===== config.mk =====
export PLATFORM = sky130hd
export DESIGN_NAME = imm_extend_pipe
export DESIGN_NICKNAME = d
export VERILOG_FILES = /design/src/rtl/imm_extend_pipe.sv
export SDC_FILE = /design/constraint.sdc
export NUM_CORES = 1
export LEC_CHECK = 0
export BUFFER_PORTS_ARGS = -buffer_cell sky130_fd_sc_hd__buf_2
export CORE_MARGIN = 10
export CORE_UTILIZATION = 45
export CTS_BUF_LIST = sky130_fd_sc_hd__clkbuf_4
export DETAILED_ROUTE_END_ITERATION = 10
export GPL_ROUTABILITY_DRIVEN = 0
export PLACE_DENSITY = 0.68
export SLEW_MARGIN = 20
export SYNTH_ARGS = -nofsm -noshare
export SYNTH_HDL_FRONTEND = slang
export SYNTH_SLANG_ARGS = --single-unit

===== constraint.sdc =====
create_clock -name clk -period 2.25 [get_ports clk]
set_input_delay 0.45 -clock clk [delete_from_list [all_inputs] [get_ports clk]]
set_output_delay 0.45 -clock clk [all_outputs]
set_load 0.02 [all_outputs]

===== src/rtl/imm_extend_pipe.sv =====
// rtl/imm_extend_pipe.sv - immediate extender with 2-entry skid FIFO; compressed formats enabled by IMM_RVC_EN
module imm_extend_pipe #(
    parameter int XLEN  = 32,
    parameter int TAG_W = 32
) (
    input  logic             clk,
    input  logic             reset,
    input  logic             flush,
    input  logic             in_valid,
    output logic             in_ready,
    input  logic [31:0]      in_instr,
    input  logic [3:0]       in_sel,
    input  logic [TAG_W-1:0] in_tag,
    output logic             out_valid,
    input  logic             out_ready,
    output logic [XLEN-1:0]  out_imm,
    output logic [TAG_W-1:0] out_tag,
    output logic             out_illegal
);

    if (XLEN != 32 && XLEN != 64) begin : g_xlen_check
        $error("imm_extend_pipe: XLEN must be 32 or 64");
    end

    localparam logic [3:0] SEL_I     = 4'd0;
    localparam logic [3:0] SEL_SHAMT = 4'd1;
    localparam logic [3:0] SEL_S     = 4'd2;
    localparam logic [3:0] SEL_U     = 4'd3;
    localparam logic [3:0] SEL_J     = 4'd4;
    localparam logic [3:0] SEL_B     = 4'd5;
    localparam logic [3:0] SEL_Z     = 4'd6;
`ifdef IMM_RVC_EN
    localparam logic [3:0] SEL_CI    = 4'd8;
    localparam logic [3:0] SEL_CJ    = 4'd9;
    localparam logic [3:0] SEL_CB    = 4'd10;
`endif

    // Low opcode bits are only consumed by the compressed formats (and bits 1:0 never).
    logic unused_instr_bits;
    assign unused_instr_bits = ^in_instr[6:0];

    logic [31:0]     ext32;
    logic [XLEN-1:0] dec_imm;
    logic            dec_illegal;

    // Decode the incoming word into a 32-bit value whose bit 31 is the sign, then widen to XLEN.
    always_comb begin
        ext32       = '0;
        dec_illegal = 1'b0;
        case (in_sel)
            SEL_I:     ext32 = {{20{in_instr[31]}}, in_instr[31:20]};
            SEL_SHAMT: ext32 = (XLEN == 64) ? {26'b0, in_instr[25:20]} : {27'b0, in_instr[24:20]};
            SEL_S:     ext32 = {{20{in_instr[31]}}, in_instr[31:25], in_instr[11:7]};
            SEL_U:     ext32 = {in_instr[31:12], 12'b0};
            SEL_J:     ext32 = {{12{in_instr[31]}}, in_instr[19:12], in_instr[20],
                                in_instr[30:21], 1'b0};
            SEL_B:     ext32 = {{20{in_instr[31]}}, in_instr[7], in_instr[30:25],
                                in_instr[11:8], 1'b0};
            SEL_Z:     ext32 = {27'b0, in_instr[19:15]};
`ifdef IMM_RVC_EN
            SEL_CI:    ext32 = {{26{in_instr[12]}}, in_instr[12], in_instr[6:2]};
            SEL_CJ:    ext32 = {{20{in_instr[12]}}, in_instr[12], in_instr[8], in_instr[10:9],
                                in_instr[6], in_instr[7], in_instr[2], in_instr[11],
                                in_instr[5:3], 1'b0};
            SEL_CB:    ext32 = {{23{in_instr[12]}}, in_instr[12], in_instr[6:5], in_instr[2],
                                in_instr[11:10], in_instr[4:3], 1'b0};
`endif
            default:   dec_illegal = 1'b1;
        endcase
        // Zero-extended formats never set bit 31, so widening by bit 31 is safe for all of them.
        dec_imm       = {XLEN{ext32[31]}};
        dec_imm[31:0] = ext32;
    end

    logic [1:0]       count_q, count_d;
    logic             wr_ptr_q, wr_ptr_d;
    logic             rd_ptr_q, rd_ptr_d;
    logic             in_ready_q, in_ready_d;
    logic             out_valid_q, out_valid_d;
    logic [XLEN-1:0]  imm_q [2];
    logic [XLEN-1:0]  imm_d [2];
    logic [TAG_W-1:0] tag_q [2];
    logic [TAG_W-1:0] tag_d [2];
    logic             ill_q [2];
    logic             ill_d [2];
    logic             accept;
    logic             retire;

    assign accept = in_valid && in_ready_q;
    assign retire = out_valid_q && out_ready;

    // FIFO next-state: write decoded entry on accept, advance head on retire, flush clears all.
    always_comb begin
        count_d  = count_q;
        wr_ptr_d = wr_ptr_q;
        rd_ptr_d = rd_ptr_q;
        imm_d    = imm_q;
        tag_d    = tag_q;
        ill_d    = ill_q;
        if (flush) begin
            count_d  = 2'd0;
            wr_ptr_d = 1'b0;
            rd_ptr_d = 1'b0;
        end else begin
            if (accept) begin
                imm_d[wr_ptr_q] = dec_imm;
                tag_d[wr_ptr_q] = in_tag;
                ill_d[wr_ptr_q] = dec_illegal;
                wr_ptr_d        = ~wr_ptr_q;
            end
            if (retire) begin
                rd_ptr_d = ~rd_ptr_q;
            end
            case ({accept, retire})
                2'b10:   count_d = count_q + 2'd1;
                2'b01:   count_d = count_q - 2'd1;
                default: count_d = count_q;
            endcase
        end
        in_ready_d  = (count_d != 2'd2);
        out_valid_d = (count_d != 2'd0);
    end

    // State registers; reset clears storage so the head outputs read zero.
    always_ff @(posedge clk) begin
        if (reset) begin
            count_q     <= 2'd0;
            wr_ptr_q    <= 1'b0;
            rd_ptr_q    <= 1'b0;
            in_ready_q  <= 1'b1;
            out_valid_q <= 1'b0;
            for (int k = 0; k < 2; k++) begin
                imm_q[k] <= '0;
                tag_q[k] <= '0;
                ill_q[k] <= 1'b0;
            end
        end else begin
            count_q     <= count_d;
            wr_ptr_q    <= wr_ptr_d;
            rd_ptr_q    <= rd_ptr_d;
            in_ready_q  <= in_ready_d;
            out_valid_q <= out_valid_d;
            imm_q       <= imm_d;
            tag_q       <= tag_d;
            ill_q       <= ill_d;
        end
    end

    assign in_ready    = in_ready_q;
    assign out_valid   = out_valid_q;
    assign out_imm     = imm_q[rd_ptr_q];
    assign out_tag     = tag_q[rd_ptr_q];
    assign out_illegal = ill_q[rd_ptr_q];

endmodule


After elaboration in Yosys (flattened, before gate mapping)
Index checks and enable logic that the tools add are counted.

Bits in latches: 0. Memories kept: 0. ROM bits: 0. Output and inout port bits: 67. Bits in writable memories: 0. Register bits: 136.

Multipliers: 0. Equal/unequal tests: 9. Reductions and logical operators: 8. Magnitude comparators: 3. Bitwise gates (word level): 5. Muxes and demuxes: 20. Add/subtract/negate cells: 2. Shifts and indexed selects: 0. Div/mod/pow operators: 0.

Operators with widths (number): 2-to-1 mux 32 bit (7); case mux 32 bit (7 select lines) (1); bitwise mux 64 bit (2); demux 32 bit (select 1 bit) (1); equality test 4 x 3 -> 1 bit (second input constant) (3); equality test 4 x 2 -> 1 bit (second input constant) (2); OR reduction 7 bit (1); 2-to-1 mux 1 bit (5); equality test 4 x 1 -> 1 bit (second input constant) (1); greater-or-equal comparator 2 bit (second input constant) (2); zero test 4 bit (1); NOT 1 -> 2 bit (2); case mux 2 bit (2 select lines) (1); logical AND 1 bit (3); NOT 1 bit (3); adder 2 x 1 -> 2 bit (second input constant) (1); bitwise mux 2 bit (1); equality test 2 x 1 -> 1 bit (second input constant) (1); equality test 2 bit (second input constant) (1); < comparator 2 x 1 -> 1 bit (second input constant) (1); 2-to-1 mux 2 bit (1); inequality test 2 bit (second input constant) (1); AND reduction 2 bit (1); nonzero test 2 bit (1); 3 further kinds (3).

Longest topological paths before layout
Word-level depth: 6. Depth in mapped cells: 6. Mapped depth without buffers: 5.

Worst setup path before layout
Ideal clock, no wire load.

Kind: register to output. Start: register rd_ptr_q. End: output port out_imm[11]. Buffers on the path: 2. Cell stages (with the launch flop): 4. Arrival: 1166 ps. Setup slack: 634 ps. Cells stage by stage: dfxtp_1 buf_2 buf_2 o21ai_0.

Longest elaborated chain between the ends: 4.

Ends and longest elaborated chain: start, declared (line 77) `logic rd_ptr_q, rd_ptr_d;`; start signal, assigned (line 140) `rd_ptr_q <= rd_ptr_d;`; NOT 1 -> 2 bit (implied by the code) (line 151) `assign out_imm = imm_q[rd_ptr_q];`; 2-to-1 mux 32 bit (implied by the code) (3 in series) (line 151); end, declared (line 16) `output logic [XLEN-1:0] out_imm,`.

No other way between the ends. The select of a mux whose other input is x is not followed.

Final worst setup path
Start: register rd_ptr_q. End: output port out_tag[29].

Longest elaborated chain between the ends: 4.

Ends and longest elaborated chain: NOT 1 -> 2 bit (implied by the code) (line 152) `assign out_tag = tag_q[rd_ptr_q];`; 2-to-1 mux 32 bit (implied by the code) (3 in series) (line 152); end, declared (line 17) `output logic [TAG_W-1:0] out_tag,`.

No other way between the ends. The select of a mux whose other input is x is not followed.

==> results.py <==
metrics = {
    "run_status": {
        "outcome": "complete, no violations",
    },
    "timing": {
        "slew_violations": 0,
        "clock_skew_ps": 11.7,
        "worst_pin_slew_ps": 584,
        "grt_setup_unrepaired": "true",
        "finalCriticalPeriod_ps": 2180,
        "hold_violations": 0,
        "slew_headroom_pct": 60.9,
        "setup_viol": 0,
        "finalCritPeriodShare_pct": 96.7,
        "fmax_mhz": 459,
        "fin_tns_setup_ps": 0,
        "holdWs_ps": 162,
    },
    "clocking": {
        "cts_max_level": 4,
        "path_clk_slew_ps": 100,
        "clock_latency_ps": 530,
        "cts_buffer_depth": 2,
        "cts_sinks": 136,
        "numCtsBuffers": 17,
        "root_buffer": "clkbuf_4",
        "postCtsHoldBufs": 0,
        "cts_tree": "built",
    },
    "yosys": {
        "synthFlopType": "dfxtp_1",
        "synth_edf_count": 0,
        "yosysSeqAreaShare_pct": 44.6,
        "synthesis.nets": 772,
        "synth_top_area_share_pct": 44.6,
        "synth_area_leaders": "dfxtp_1 (45%), mux2_2 (12%), nand2_1 (9.0%)",
        "synth.avg_cell_area_um2": 8.74,
        "synth_area_mm2": 0.00610,
        "synth_cell_type_count": 47,
        "yosysWarnings": 0,
        "ys_async_sr_fraction_pct": 0,
        "synth_top_area_cell": "dfxtp_1",
        "synth_cells": 698,
        "ys_ff_latch": 136,
    },
    "floorplanning": {
        "die_h_um": 136,
        "die_area_mm2": 0.0186,
        "initial_core_util_pct": 46.1,
        "core_mm2": 0.0132,
        "die_x_um": 136,
        "rows": 42,
        "ioPinCount": 140,
    },
    "min_path": {
        "min_path_cells": 3,
        "hp-class": "input pin to flip-flop",
    },
    "final_layout": {
        "mostFrequentLayoutCells": "nand2_1 (147), dfxtp_1 (135), buf_2 (128), a21oi_1 (79), mux2_2 (63)",
        "syn2layout_area_growth_pct": 17.5,
        "nets": 876,
        "drive_above_1_share_pct": 31.1,
        "mostFrequentLayoutCell": "nand2_1",
        "fillCellCount": 1247,
    },
    "detailed_routing": {
        "drtPass1Iterations": 5,
        "route.detailed.drc": 0,
        "wl_per_cell_um": 17.0,
        "met1Wirelength_um": 6740,
        "wl_met2_um": 8490,
        "drtIter0Drc": 409,
        "vias": 5588,
        "routed_via_density": 5.64,
        "postRouteAntennaNets": 0,
        "routed.top_layer": "met4",
        "routed-wl-met3_um": 1180,
        "totalWireLength_um": 16800,
    },
    "pwr": {
        "ir_drop_v": 0.000335,
        "pwr_density_cell_mw_per_mm2": 639,
        "total_power_mw": 4.58,
        "leakagePower_nw": 2.79,
    },
    "worst_setup_path": {
        "path_class": "flip-flop to output pin",
        "worstPathCellList": "buf_12 > mux2_2 > buf_2",
        "reg2reg_depth": 5,
        "cp_max_fo": 26,
        "critPathLaunchType": "flip-flop",
        "arrival_ps": 1730,
        "slowest_stage": "dfxtp_4",
        "cp-end-kind": "output pin",
        "slowest_delay_ps": 450,
        "crit_required_ps": 1800,
    },
    "global_routing": {
        "grt_pass1_vias": 5467,
        "grt_max_degree": 83,
        "antenna_found_initial": 1,
        "grt_pass1_wl_um": 27000,
        "grt_overflow_total": 0,
        "track_usage_pct": 17.9,
    },
    "run": {
        "drv_cap": 0,
    },
    "placement": {
        "portBuffers": 132,
        "dp_hpwl_um": 11300,
    },
}
[cell families (layout without fill, tap and decap cells)]
kind of cell | after synthesis | after routing | share of synthesized area, %
xor+xnor | 4 | 4 | 0.574
mux | 69 | 69 | 12.7
compound gates | 172 | 172 | 18.1
simple gates | 247 | 247 | 18.6
buf+inv | 69 | 184 | 5.27
other cells | 0 | 1 | 0
fa+ha+maj | 1 | 1 | 0.205
flops | 136 | 136 | 44.6
[Yosys cell counts, types with 4 or more instances]
library cell / n
o211ai_1: 12
nor3b_1: 5
and4b_1: 5
nand4_1: 12
nor2_1: 50
a21oi_1: 79
buf_2: 26
buf_4: 6
mux2i_1: 4
nor2b_1: 4
nand3b_1: 9
a311oi_1: 16
mux2_2: 65
o21ai_0: 11
nand2_1: 147
a22oi_1: 12
clkbuf_1: 31
a211oi_1: 27
o2111ai_1: 4
dfxtp_1: 136
[state kept, by name, indices dropped and copies added (netlist names)]
name,cells
ill_q,2
wr_ptr_q,1
imm_q,64
out_valid,1
count_q,2
in_ready,1
rd_ptr_q,1
tag_q,64
[metrics by stage]
step	worst slack [ps]	cell area [um^2]	std cells	util [%]
final	73.3	7170	990	54.1
after global routing	-8.29	7170	990	54.1
after CTS	11.3	7150	989	54.0
after detailed placement	241	6870	956	51.9
after global placement	337	6870	956	51.9
after floorplan	634	6100	698	-
[worst max-delay path: cells and delay by family (launching register included)]
family	cells	cell delay [ps]
flip-flops	1	450
buffers and inverters	2	370
multiplexers	1	360
[final timing paths]
path	from	endpoint	slack, ps
setup / recovery	rd_ptr_q	out_tag[29]	70
hold / removal	in_tag[4]	tag_q[4]	160
setup reg to reg	in_ready	in_ready	610
hold reg to reg	imm_q[10]	imm_q[10]	450
[power by group]
part	internal [mW]	leakage, nW	switching (mW)	total, mW
Sequential	2.49	1.11	0.0411	2.53
Combinational	0.252	1.55	0.397	0.649
Clock	0.611	0.139	0.792	1.40
Total	3.35	2.79	1.23	4.58
[metal layers]
| layer | vias to the layer above | track usage [%] |
|---|---|---|
| met5 | - | 0 |
| met4 | 0 | 8.64 |
| met3 | 37 | 4.58 |
| met2 | 168 | 30.4 |
| met1 | 2695 | 20.6 |
| li1 | 2688 | - |
[final cells by class]
class / count / area, um^2 / area share (%)
clock buffers: 24 / 180 / 2.51
inverters: 3 / 11.3 / 0.157
repair buffers: 151 / 896 / 12.5
diodes: 1 / 2.50 / 0.0349
well taps: 176 / 220 / 3.07
clock inverters: 6 / 52.6 / 0.733
multi-input cells: 493 / 3080 / 42.9
flip-flops and latches: 136 / 2730 / 38.0
[repair_timing]
| item | in CTS | in global routing |
|---|---|---|
| resized for setup | 2 | 5 |
| buffers inserted | 2 | 0 |
| setup endpoints to repair | 37 | 10 |
| gates cloned | 1 | 0 |
(Power assumes the default switching activity.)
